$ cat src/rtl/ifu_pkg.sv
// Shared types and constants for the instruction fetch unit.
// Opcode constants, FSM state type, instruction length and PC step.
package ifu_pkg;

  localparam int ILEN    = 32;
  localparam int PC_STEP = 4;

  localparam logic [6:0] OPC_LOAD  = 7'b0000011;
  localparam logic [6:0] OPC_STORE = 7'b0100011;
  localparam logic [6:0] OPC_OPIMM = 7'b0010011;
  localparam logic [6:0] OPC_OP    = 7'b0110011;

  typedef enum logic {
    FETCH = 1'b0,
    DRAIN = 1'b1
  } ifu_state_e;

endpackage

$ cat src/rtl/ifu_if.sv
// Fetch bus: imem request/response, redirect, decode handshake.
// master = fetch unit side, slave = memory/decode/branch side.
interface ifu_if
  import ifu_pkg::*;
#(
  parameter int XLEN = 32
);

  logic            imem_req_valid;
  logic            imem_req_ready;
  logic [XLEN-1:0] imem_req_addr;
  logic            imem_rsp_valid;
  logic [ILEN-1:0] imem_rsp_data;
  logic            redirect_valid;
  logic [XLEN-1:0] redirect_pc;
  logic            if_valid;
  logic            if_ready;
  logic [ILEN-1:0] if_instr;
  logic [XLEN-1:0] if_pc;
  logic [6:0]      opcode;

  modport master (
    output imem_req_valid, imem_req_addr,
    output if_valid, if_instr, if_pc, opcode,
    input  imem_req_ready, imem_rsp_valid, imem_rsp_data,
    input  redirect_valid, redirect_pc, if_ready
  );

  modport slave (
    input  imem_req_valid, imem_req_addr,
    input  if_valid, if_instr, if_pc, opcode,
    output imem_req_ready, imem_rsp_valid, imem_rsp_data,
    output redirect_valid, redirect_pc, if_ready
  );

endinterface

$ cat src/rtl/ifu_fifo.sv
// Sync FIFO holding {pc, instr}; flush clears, head read from storage.
// Ports: clk, reset, push/pushData, pop, flush, head, count.
module ifu_fifo #(
  parameter int W     = 64,
  parameter int DEPTH = 2
) (
  input  logic                     clk,
  input  logic                     reset,
  input  logic                     push,
  input  logic [W-1:0]             pushData,
  input  logic                     pop,
  input  logic                     flush,
  output logic [W-1:0]             head,
  output logic [$clog2(DEPTH):0]   count
);

  localparam int AW = $clog2(DEPTH);

  logic [W-1:0]  mem [DEPTH];
  logic [AW-1:0] wrPtr;
  logic [AW-1:0] rdPtr;

  always_ff @(posedge clk) begin
    if (reset || flush) begin
      wrPtr <= '0;
      rdPtr <= '0;
      count <= '0;
    end else begin
      if (push) wrPtr <= wrPtr + 1'b1;
      if (pop)  rdPtr <= rdPtr + 1'b1;
      count <= count + {{AW{1'b0}}, push}
                     - {{AW{1'b0}}, pop};
    end
  end

  always_ff @(posedge clk) begin
    if (push && !flush) mem[wrPtr] <= pushData;
  end

  assign head = mem[rdPtr];

endmodule

$ cat src/rtl/instr_fetch_unit.sv
// Fetch stage: PC, in-order imem reads, buffered instr/PC to decode.
// Ports: clk, reset, bus (ifu_if.master); IFU_PERF_CNT_EN adds perf_*.
module instr_fetch_unit
  import ifu_pkg::*;
#(
  parameter int              XLEN       = 32,
  parameter logic [XLEN-1:0] RESET_PC   = '0,
  parameter int              FIFO_DEPTH = 2
) (
  input  logic        clk,
  input  logic        reset,
  ifu_if.master       bus
`ifdef IFU_PERF_CNT_EN
  ,
  output logic [31:0] perf_fetch_stall,
  output logic [31:0] perf_redirects
`endif
);

  localparam int CW = $clog2(FIFO_DEPTH) + 1;
  localparam logic [CW:0] DEPTH_W = (CW+1)'(FIFO_DEPTH);
  localparam logic [XLEN-1:0] ALIGN = ~XLEN'(3);

  ifu_state_e state, stateNext;
  logic [XLEN-1:0] pc, pcNext;
  logic [CW-1:0] outstanding, outstandingNext;
  logic [CW-1:0] drop, dropNext;
  logic [CW-1:0] count;
  logic [CW:0] inUse;
  logic reqValid, accept, rspHit;
  logic push, pop, headValid;
  logic [XLEN-1:0] rspAddr;
  logic [XLEN+ILEN-1:0] head;
  logic [ILEN-1:0] instr;

  assign inUse = {1'b0, outstanding} + {1'b0, count};
  assign reqValid = !reset && state == FETCH
                 && !bus.redirect_valid
                 && inUse < DEPTH_W;
  assign accept = reqValid && bus.imem_req_ready;
  assign rspHit = bus.imem_rsp_valid && outstanding != '0;

  // In-order and drained after every redirect, so the oldest
  // live request sits `outstanding` words behind pc.
  assign rspAddr = pc - (XLEN'(outstanding) << 2);

  assign push = rspHit && state == FETCH
             && !bus.redirect_valid;
  assign headValid = count != '0;
  assign pop = headValid && bus.if_ready;

  ifu_fifo #(
    .W    (XLEN + ILEN),
    .DEPTH(FIFO_DEPTH)
  ) u_fifo (
    .clk     (clk),
    .reset   (reset),
    .push    (push),
    .pushData({rspAddr, bus.imem_rsp_data}),
    .pop     (pop),
    .flush   (bus.redirect_valid),
    .head    (head),
    .count   (count)
  );

  always_comb begin
    stateNext = state;
    pcNext = pc;
    dropNext = drop;
    outstandingNext = outstanding + CW'(accept)
                    - CW'(rspHit);
    if (accept) pcNext = pc + XLEN'(PC_STEP);
    unique case (state)
      FETCH: begin
        if (bus.redirect_valid) begin
          dropNext = outstandingNext;
          if (outstandingNext != '0) stateNext = DRAIN;
        end
      end
      DRAIN: begin
        if (rspHit) dropNext = drop - 1'b1;
        if (bus.redirect_valid) dropNext = outstandingNext;
        if (dropNext == '0) stateNext = FETCH;
      end
    endcase
    if (bus.redirect_valid) pcNext = bus.redirect_pc & ALIGN;
  end

  always_ff @(posedge clk) begin
    if (reset) begin
      state <= FETCH;
      pc <= RESET_PC & ALIGN;
      outstanding <= '0;
      drop <= '0;
    end else begin
      state <= stateNext;
      pc <= pcNext;
      outstanding <= outstandingNext;
      drop <= dropNext;
    end
  end

  always_ff @(posedge clk) begin
    if (!reset) begin
      orphanRsp: assert (!(bus.imem_rsp_valid
                           && outstanding == '0));
    end
  end

  assign instr = headValid ? head[ILEN-1:0] : '0;
  assign bus.imem_req_valid = reqValid;
  assign bus.imem_req_addr = pc;
  assign bus.if_valid = headValid;
  assign bus.if_instr = instr;
  assign bus.if_pc = headValid ? head[XLEN+ILEN-1:ILEN] : '0;
  assign bus.opcode = instr[6:0];

`ifdef IFU_PERF_CNT_EN
  always_ff @(posedge clk) begin
    if (reset) begin
      perf_fetch_stall <= '0;
      perf_redirects <= '0;
    end else begin
      if (!headValid && state != DRAIN
          && perf_fetch_stall != '1)
        perf_fetch_stall <= perf_fetch_stall + 1'b1;
      if (bus.redirect_valid && perf_redirects != '1)
        perf_redirects <= perf_redirects + 1'b1;
    end
  end
`endif

endmodule
$ cat src/flat_wrapper.sv
// flat-port wrapper written by rule: the top's interface ports become plain ports
module instr_fetch_unit_flat import ifu_pkg::*;
#(
  parameter int              XLEN       = 32,
  parameter logic [XLEN-1:0] RESET_PC   = '0,
  parameter int              FIFO_DEPTH = 2
)
  (clk, reset, bus_imem_req_valid, bus_imem_req_addr, bus_if_valid, bus_if_instr, bus_if_pc, bus_opcode, bus_imem_req_ready, bus_imem_rsp_valid, bus_imem_rsp_data, bus_redirect_valid, bus_redirect_pc, bus_if_ready);
  ifu_if #(.XLEN(XLEN)) bus_i ();
  input  logic clk;
  input  logic reset;
  output wire logic [$bits(bus_i.imem_req_valid)-1:0] bus_imem_req_valid;
  output wire logic [$bits(bus_i.imem_req_addr)-1:0] bus_imem_req_addr;
  output wire logic [$bits(bus_i.if_valid)-1:0] bus_if_valid;
  output wire logic [$bits(bus_i.if_instr)-1:0] bus_if_instr;
  output wire logic [$bits(bus_i.if_pc)-1:0] bus_if_pc;
  output wire logic [$bits(bus_i.opcode)-1:0] bus_opcode;
  input wire logic [$bits(bus_i.imem_req_ready)-1:0] bus_imem_req_ready;
  input wire logic [$bits(bus_i.imem_rsp_valid)-1:0] bus_imem_rsp_valid;
  input wire logic [$bits(bus_i.imem_rsp_data)-1:0] bus_imem_rsp_data;
  input wire logic [$bits(bus_i.redirect_valid)-1:0] bus_redirect_valid;
  input wire logic [$bits(bus_i.redirect_pc)-1:0] bus_redirect_pc;
  input wire logic [$bits(bus_i.if_ready)-1:0] bus_if_ready;
  assign bus_imem_req_valid = bus_i.imem_req_valid;
  assign bus_imem_req_addr = bus_i.imem_req_addr;
  assign bus_if_valid = bus_i.if_valid;
  assign bus_if_instr = bus_i.if_instr;
  assign bus_if_pc = bus_i.if_pc;
  assign bus_opcode = bus_i.opcode;
  assign bus_i.imem_req_ready = bus_imem_req_ready;
  assign bus_i.imem_rsp_valid = bus_imem_rsp_valid;
  assign bus_i.imem_rsp_data = bus_imem_rsp_data;
  assign bus_i.redirect_valid = bus_redirect_valid;
  assign bus_i.redirect_pc = bus_redirect_pc;
  assign bus_i.if_ready = bus_if_ready;
  instr_fetch_unit #(.XLEN(XLEN), .RESET_PC(RESET_PC), .FIFO_DEPTH(FIFO_DEPTH)) u_core (.clk(clk), .reset(reset), .bus(bus_i));
endmodule
$ cat config.mk
export PLATFORM = sky130hd
export DESIGN_NAME = instr_fetch_unit_flat
export DESIGN_NICKNAME = d
export VERILOG_FILES = /design/src/rtl/ifu_pkg.sv /design/src/rtl/ifu_if.sv /design/src/rtl/ifu_fifo.sv /design/src/rtl/instr_fetch_unit.sv /design/src/flat_wrapper.sv
export SDC_FILE = /design/constraint.sdc
export NUM_CORES = 1
export LEC_CHECK = 0
export BUFFER_PORTS_ARGS = -buffer_cell sky130_fd_sc_hd__buf_4
export CORE_MARGIN = 1
export CORE_UTILIZATION = 30
export CTS_CLUSTER_DIAMETER = 50
export DETAILED_ROUTE_END_ITERATION = 7
export SYNTH_ARGS = -nofsm -noshare
export SYNTH_HDL_FRONTEND = slang
export SYNTH_SLANG_ARGS = --single-unit
$ cat constraint.sdc
create_clock -name clk -period 5.1 [get_ports clk]
set_input_delay 0.255 -clock clk [delete_from_list [all_inputs] [get_ports clk]]
set_output_delay 0.255 -clock clk [all_outputs]
set_load 0.01 [all_outputs]
Yosys cells after proc, flatten, opt, wreduce, memory -nomap -nowiden
Memory sizes are Yosys's and may differ from the RTL's. A register that Yosys moved wholly into a read port is not among the register bits.
Index checks and enable logic that the tools add are counted.
{"block": "op_classes", "n_eq_ne": 1, "n_lt_le_gt_ge": 1, "n_bitwise": 1, "reduce_logical": 18, "n_addsub": 10, "muxes": 17}
{"op": "$mux W32", "count": 4}
{"op": "$add A32 B3 Y32 const B", "count": 1}
{"op": "$sub A32 B4 Y32", "count": 1}
{"op": "$logic_and A1 B1 Y1", "count": 9}
{"op": "$mux W2", "count": 4}
{"op": "$reduce_bool A2 Y1", "count": 4}
{"op": "$mux W1", "count": 7}
{"op": "$add A2 B1 Y2", "count": 2}
{"op": "$pmux W2 S2", "count": 1}
{"op": "$sub A2 B1 Y2", "count": 2}
{"op": "$add A2 B2 Y3", "count": 1}
{"op": "$lt A3 B2 Y1 const B", "count": 1}
{"op": "$add A1 B1 Y1 const B", "count": 2}
{"op": "$logic_not A1 Y1", "count": 2}
{"op": "$logic_not A2 Y1", "count": 1}
{"op": "$ne A2 B2 Y1 const B", "count": 1}
{"op": "$pmux W1 S2", "count": 1}
{"op": "$reduce_or A2 Y1", "count": 1}
{"op": "$sub A2 B1 Y2 const B", "count": 1}
{"op": "$logic_or A1 B1 Y1", "count": 1}
{"op": "$not A1 Y1", "count": 1}
{"block": "word_totals", "word_cells": 57, "mem_bits_rw": 128, "inputBits": 70, "out_inout_bits": 105, "mem_count": 1, "register_bits": 41}
{"name": "u_core.u_fifo.mem", "depth": 2, "width": 64, "rd": 1, "rd_clocked_by_memory_dff": 1, "write_ports": 1, "line_no": "ifu_fifo.sv:19", "text": "logic [W-1:0] mem [DEPTH];"}

Logic depth before layout (Yosys ltp)
{"block": "depth", "depth_word": 12, "depth_mapped": 12, "depth_no_buf": 11}

By module
From an unflattened synthesis, not the netlist that was laid out.
{"block": "hier_totals", "hier_cells": 668, "hier_area_um2": 8385.5}
{"module": "ifu_fifo", "area_per_inst_um2": 5133.7, "instances": 1, "cells_each": 218, "seq_area_each_um2": 3943.8}
{"module": "instr_fetch_unit", "area_per_inst_um2": 3251.9, "instances": 1, "cells_each": 450, "seq_area_each_um2": 700.7}

Worst setup path before layout
Ideal clock, no wire load.
{"block": "synth_timing", "path_type": "reg-to-reg", "start": "register u_core.outstanding[1]", "end": "memory u_core.u_fifo.mem[0][0], enable pin", "arrival_time_ps": 3476, "path_stages_with_launch": 5, "setup_slack_ps": 1142, "synth_period_minus_slack_ps": 3958, "n_path_buf": 0, "setup_time_ps": 482, "path_cell_list": "dfxtp_1 o21ai_0 nor3_1 inv_1 nor2_1"}
{"block": "synth_between", "elab_chain_cells": 7}
{"item": "start, declared", "line_no": "instr_fetch_unit.sv:26", "text": "logic [CW-1:0] outstanding, outstandingNext;"}
{"item": "start signal, assigned", "line_no": "instr_fetch_unit.sv:98", "text": "outstanding <= outstandingNext;"}
{"item": "$reduce_bool A2 Y1", "line_no": "instr_fetch_unit.sv:41", "text": "assign rspHit = bus.imem_rsp_valid && outstanding != '0;"}
{"item": "$logic_and A1 B1 Y1", "line_no": "instr_fetch_unit.sv:41"}
{"item": "$logic_and A1 B1 Y1", "line_no": "instr_fetch_unit.sv:47", "text": "assign push = rspHit && state == FETCH"}
{"item": "$logic_and A1 B1 Y1", "line_no": "instr_fetch_unit.sv:48", "text": "&& !bus.redirect_valid;"}
{"item": "$logic_and A1 B1 Y1", "line_no": "ifu_fifo.sv:37", "text": "if (push && !flush) mem[wrPtr] <= pushData;"}
{"item": "$mux W1", "line_no": "ifu_fifo.sv:37"}
{"item": "$mux W1 (not written as such)", "line_no": "ifu_fifo.sv:37"}
{"item": "end, declared", "line_no": "ifu_fifo.sv:19"}
Every way passes these cells.

Final worst setup path
{"block": "layout_timing", "start": "register u_core.u_fifo.count[0]", "end": "register u_core.pc[15] (netlist: u_core.bus.imem_req_addr[15])"}
{"block": "layout_between", "elab_chain_cells": 5}
{"item": "start, declared", "line_no": "ifu_fifo.sv:14", "text": "output logic [$clog2(DEPTH):0] count"}
{"item": "start signal, assigned", "line_no": "ifu_fifo.sv:31", "text": "count <= count + {{AW{1'b0}}, push}"}
{"item": "$add A2 B2 Y3", "line_no": "instr_fetch_unit.sv:36", "text": "assign inUse = {1'b0, outstanding} + {1'b0, count};"}
{"item": "$lt A3 B2 Y1", "line_no": "instr_fetch_unit.sv:39", "text": "&& inUse < DEPTH_W;"}
{"item": "$logic_and A1 B1 Y1", "line_no": "instr_fetch_unit.sv:39"}
{"item": "$logic_and A1 B1 Y1", "line_no": "instr_fetch_unit.sv:40", "text": "assign accept = reqValid && bus.imem_req_ready;"}
{"item": "$reduce_bool A2 Y1 (no line)"}
{"item": "end signal, assigned", "line_no": "instr_fetch_unit.sv:92", "text": "pc <= RESET_PC & ALIGN;"}
{"item": "end signal, assigned", "line_no": "instr_fetch_unit.sv:97", "text": "pc <= pcNext;"}
{"item": "end, declared", "line_no": "instr_fetch_unit.sv:25", "text": "logic [XLEN-1:0] pc, pcNext;"}
Every way passes these cells.
A chain may end at the register's enable or synchronous reset.

==> run_summary.xml <==
<?xml version="1.0" encoding="UTF-8"?>
<metrics>
  <group name="power_and_ir_drop">
    <metric name="internal-power" unit="mW">2.52</metric>
    <metric name="p_sw" unit="mW">0.845</metric>
    <metric name="p_clk_frac" unit="">0.383</metric>
    <metric name="seq_power_share" unit="">0.482</metric>
    <metric name="p_leak" unit="nW">3.57</metric>
    <metric name="combinational_cell_fraction_of_total_power" unit="">0.135</metric>
    <metric name="vdd.ir_drop.worst" unit="mV">0.170</metric>
    <metric name="powerDensity" unit="nW/um2">347</metric>
    <metric name="swShare" unit="">0.251</metric>
  </group>
  <group name="place">
    <metric name="post-place-cells" unit="">1110</metric>
    <metric name="portBuffers" unit="">168</metric>
    <metric name="gp_congestion" unit="">0.825</metric>
    <metric name="dp.final_hpwl" unit="mm">13.1</metric>
  </group>
  <group name="worst_setup_path">
    <metric name="regToRegStartpoint" unit="">u_core.u_fifo.count[0]</metric>
    <metric name="cp.required" unit="ns">5.44</metric>
    <metric name="critical_path_peak_fanout" unit="">5</metric>
    <metric name="worst_ep_arrival_time" unit="ns">3.26</metric>
    <metric name="crit_end_element" unit="">flip-flop</metric>
    <metric name="worst_setup_path_startpoint" unit="">u_core.u_fifo.count[0]</metric>
    <metric name="worst-setup-path-type" unit="">flip-flop to flip-flop</metric>
    <metric name="setup.worst_path.start_class" unit="">flip-flop</metric>
  </group>
  <group name="cts">
    <metric name="clockRootBuffer" unit="">clkbuf_16</metric>
    <metric name="cts_tree" unit="">yes</metric>
    <metric name="tritoncts.num_buffers" unit="">17</metric>
    <metric name="ctsHtreeMaxLevel" unit="">4</metric>
    <metric name="post_cts_resize_count" unit="">0</metric>
    <metric name="cts_hold_repair.buffers" unit="">0</metric>
    <metric name="clk_pin_slew_worst_paths" unit="ns">0.07</metric>
    <metric name="post-cts-setup-buffers" unit="">0</metric>
    <metric name="cts_buffer_depth" unit="">2</metric>
    <metric name="cts.sinks" unit="">164</metric>
    <metric name="clk_lat_worst_skew" unit="ns">0.42</metric>
  </group>
  <group name="timing">
    <metric name="timing_worst_slew_pin_value" unit="ns">0.977</metric>
    <metric name="maxSlewViolCount" unit="">0</metric>
    <metric name="slew_headroom" unit="">0.349</metric>
    <metric name="setup_viol" unit="">0</metric>
    <metric name="setup_repair_after_global_routing_missed_its_margin" unit="">no</metric>
    <metric name="min_period" unit="ns">2.92</metric>
    <metric name="timing.fmax" unit="MHz">342</metric>
    <metric name="timing.final.crit_share" unit="">0.573</metric>
    <metric name="timing.clock.skew" unit="ns">0.0121</metric>
    <metric name="timing.final.hold_violations" unit="">0</metric>
    <metric name="setup-tns-final" unit="ns">0</metric>
  </group>
  <group name="synthesis">
    <metric name="synth.most_common_cell" unit="">edfxtp_1</metric>
    <metric name="post_synth_num_cell_types" unit="">53</metric>
    <metric name="asyncSetResetFlopFracSynth" unit="">0</metric>
    <metric name="synth.ff_latch_count" unit="">164</metric>
    <metric name="synth-seq-area-share" unit="">0.592</metric>
    <metric name="yosysTopAreaCell" unit="">edfxtp_1</metric>
    <metric name="synth.top_cell.area_share" unit="">0.487</metric>
    <metric name="syn-instance-count" unit="">660</metric>
    <metric name="synthTopCellsByCount" unit="">124 x edfxtp_1, 95 x nor2_1, 62 x mux2i_1</metric>
    <metric name="post_synth.cell_area_avg" unit="um2">11.6</metric>
    <metric name="synth_top_family_by_area" unit="">simple AND/OR/NAND/NOR gates</metric>
    <metric name="compound_gate_fraction_of_synth_area" unit="">0.0586</metric>
    <metric name="synthesis.area" unit="um2">7640</metric>
    <metric name="synth-adder-area-share" unit="">0.0167</metric>
    <metric name="commonest_register_cell_after_synthesis" unit="">edfxtp_1</metric>
    <metric name="netlist_top_cells_area" unit="">edfxtp_1 49%, dfxtp_1 10%, mux2i_1 8.1%, nor2_1 4.7%, xor2_1 2.9%</metric>
    <metric name="synth.mux.area_fraction" unit="">0.0842</metric>
    <metric name="synthesis.yosys.warnings" unit="">0</metric>
    <metric name="simple_gate_fraction_of_synth_area" unit="">0.156</metric>
    <metric name="number_of_enable_type_register_cells_in_the_synthesized_netlist" unit="">124</metric>
    <metric name="synth-xor-area-share" unit="">0.0481</metric>
  </group>
  <group name="route">
    <metric name="drt_iter0_drc" unit="">333</metric>
    <metric name="vias" unit="">5547</metric>
    <metric name="route.antenna.remaining_nets" unit="">0</metric>
    <metric name="drc" unit="">0</metric>
    <metric name="drt_first_pass_iters" unit="">4</metric>
    <metric name="wl_per_cell" unit="um">16.7</metric>
    <metric name="final_wirelength" unit="mm">19.1</metric>
    <metric name="vias_per_cell" unit="">4.86</metric>
  </group>
  <group name="floorplanning">
    <metric name="chipHeight" unit="um">162</metric>
    <metric name="design.die.area" unit="um2">26100</metric>
    <metric name="dieWidth" unit="um">162</metric>
    <metric name="placementRows" unit="">58</metric>
    <metric name="ios" unit="">175</metric>
    <metric name="core_area" unit="um2">25100</metric>
    <metric name="start_util" unit="">0.304</metric>
  </group>
  <group name="layout">
    <metric name="syn_to_final_growth" unit="%">27.1</metric>
    <metric name="instances_no_fill" unit="">1142</metric>
    <metric name="layout-drive-gt1-share" unit="">0.271</metric>
    <metric name="diodes" unit="">0</metric>
    <metric name="number_of_nets_at_the_end_of_the_flow" unit="">878</metric>
  </group>
  <group name="global_routing">
    <metric name="maximum_number_of_pins_on_one_net_before_global_route_repair" unit="">63</metric>
    <metric name="grt_pass1_vias" unit="">5055</metric>
    <metric name="global_route.overflow_total" unit="">0</metric>
    <metric name="globalRouteTotalUtil" unit="">0.148</metric>
    <metric name="grt_pass1_wl" unit="mm">29.2</metric>
    <metric name="grt_antenna_before_repair" unit="">0</metric>
  </group>
  <group name="min_path">
    <metric name="timing.hold.worst.class" unit="">primary input to flip-flop</metric>
    <metric name="min-delay-start" unit="">bus_imem_rsp_data[22]</metric>
  </group>
  <group name="status">
    <metric name="run_status" unit="">finished, final reports clean</metric>
  </group>
  <group name="flow_run">
    <metric name="timing.max_cap.violations" unit="">0</metric>
  </group>
</metrics>
cells by family after synthesis:
kind of cell / count (synthesis)
xor gates and xnor gates: 42
buffers and inverters: 74
DFF: 164
and+or+nand+nor: 236
muxes: 64
AOI/OAI and AO/OA: 70
other: 1
adders and majority gates: 9
final timing paths:
kind	end	slack [ns]	cells past startpoint
worst max-delay path	u_core.bus.imem_req_addr[15]	2.18	7
worst min register to register	u_core.u_fifo.rdPtr	0.53	2
worst min-delay path	u_core.u_fifo.mem[0][22]	0.02	1
worst max register to register	u_core.bus.imem_req_addr[15]	2.18	7
stage by stage:
| stage | setup slack (ns) | hold slack [ns] | power (mW) | util | area (um2) |
|---|---|---|---|---|---|
| finish | 2.18 | 0.0216 | 3.37 | 0.387 | 9710 |
| global route | 1.91 | 0.00203 | 3.51 | 0.387 | 9710 |
| CTS | 2.17 | 0.00161 | 3.41 | 0.387 | 9710 |
| detailed placement | 2.21 | 0.443 | 2.11 | 0.363 | 9120 |
| global placement | 2.20 | 0.440 | 2.10 | 0.363 | 9120 |
| floorplan | 1.14 | 0.354 | 1.91 | - | 7650 |
cells in the final DEF (no fill, tap or decap), types with 12 or more instances in the layout:
cell type	instances
o21ai_0	12
nor3_1	17
mux2i_1	62
xor2_1	25
nor2_1	93
nand3_1	18
nand4_1	15
a31oi_1	16
edfxtp_1	124
xnor2_1	17
nand2_1	33
buf_4	174
a21oi_1	14
clkbuf_16	17
dfxtp_1	39
inv_1	16
cell type report:
class                   instances  area, um2
fillers                      2526      15400
well taps                     330        413
repair buffers                174       1310
flip-flops and latches        164       4530
multi-input cells             425       2810
clock inverters                12        154
inverters                      17       63.8
clock buffers                  20        437
routing by layer:
metal  vias to the layer above  GRT usage  wire length (um)
li1                       2658          -                 -
met1                      2673      0.205              8870
met2                       198      0.229              8790
met3                        18     0.0285              1130
met4                         0     0.0519               320
met5                         -          0                 0
sequential cells by signal, summed over array words and instances, names as in the netlist, named ones only:
| name | flops |
|---|---|
| u_core.u_fifo.wrPtr | 1 |
| u_core.u_fifo.mem | 124 |
| u_core.u_fifo.count | 2 |
| u_core.drop | 2 |
| u_core.bus.imem_req_addr | 30 |
| u_core.state | 1 |
| u_core.outstanding | 2 |
| u_core.u_fifo.rdPtr | 1 |
power groups by stage:
stage | registers, mW | clock network [mW] | logic [mW]
3_3_place_gp | 1.65 | 0 | 0.456
5_1_grt | 1.63 | 1.37 | 0.505
3_5_place_dp | 1.65 | 0 | 0.461
4_1_cts | 1.62 | 1.32 | 0.463
2_1_floorplan | 1.62 | 0 | 0.289
6_report | 1.62 | 1.29 | 0.455
critical path, cell delays in order (launching register included):
cell and delay, ns:
dfxtp_1 0.40, and2_1 0.17, fa_1 0.46, or4b_1 0.53
nor4_2 0.56, nand2_1 0.22, or3_1 0.35, a31oi_1 0.16
No activity file was read; power rests on OpenSTA's default activity.
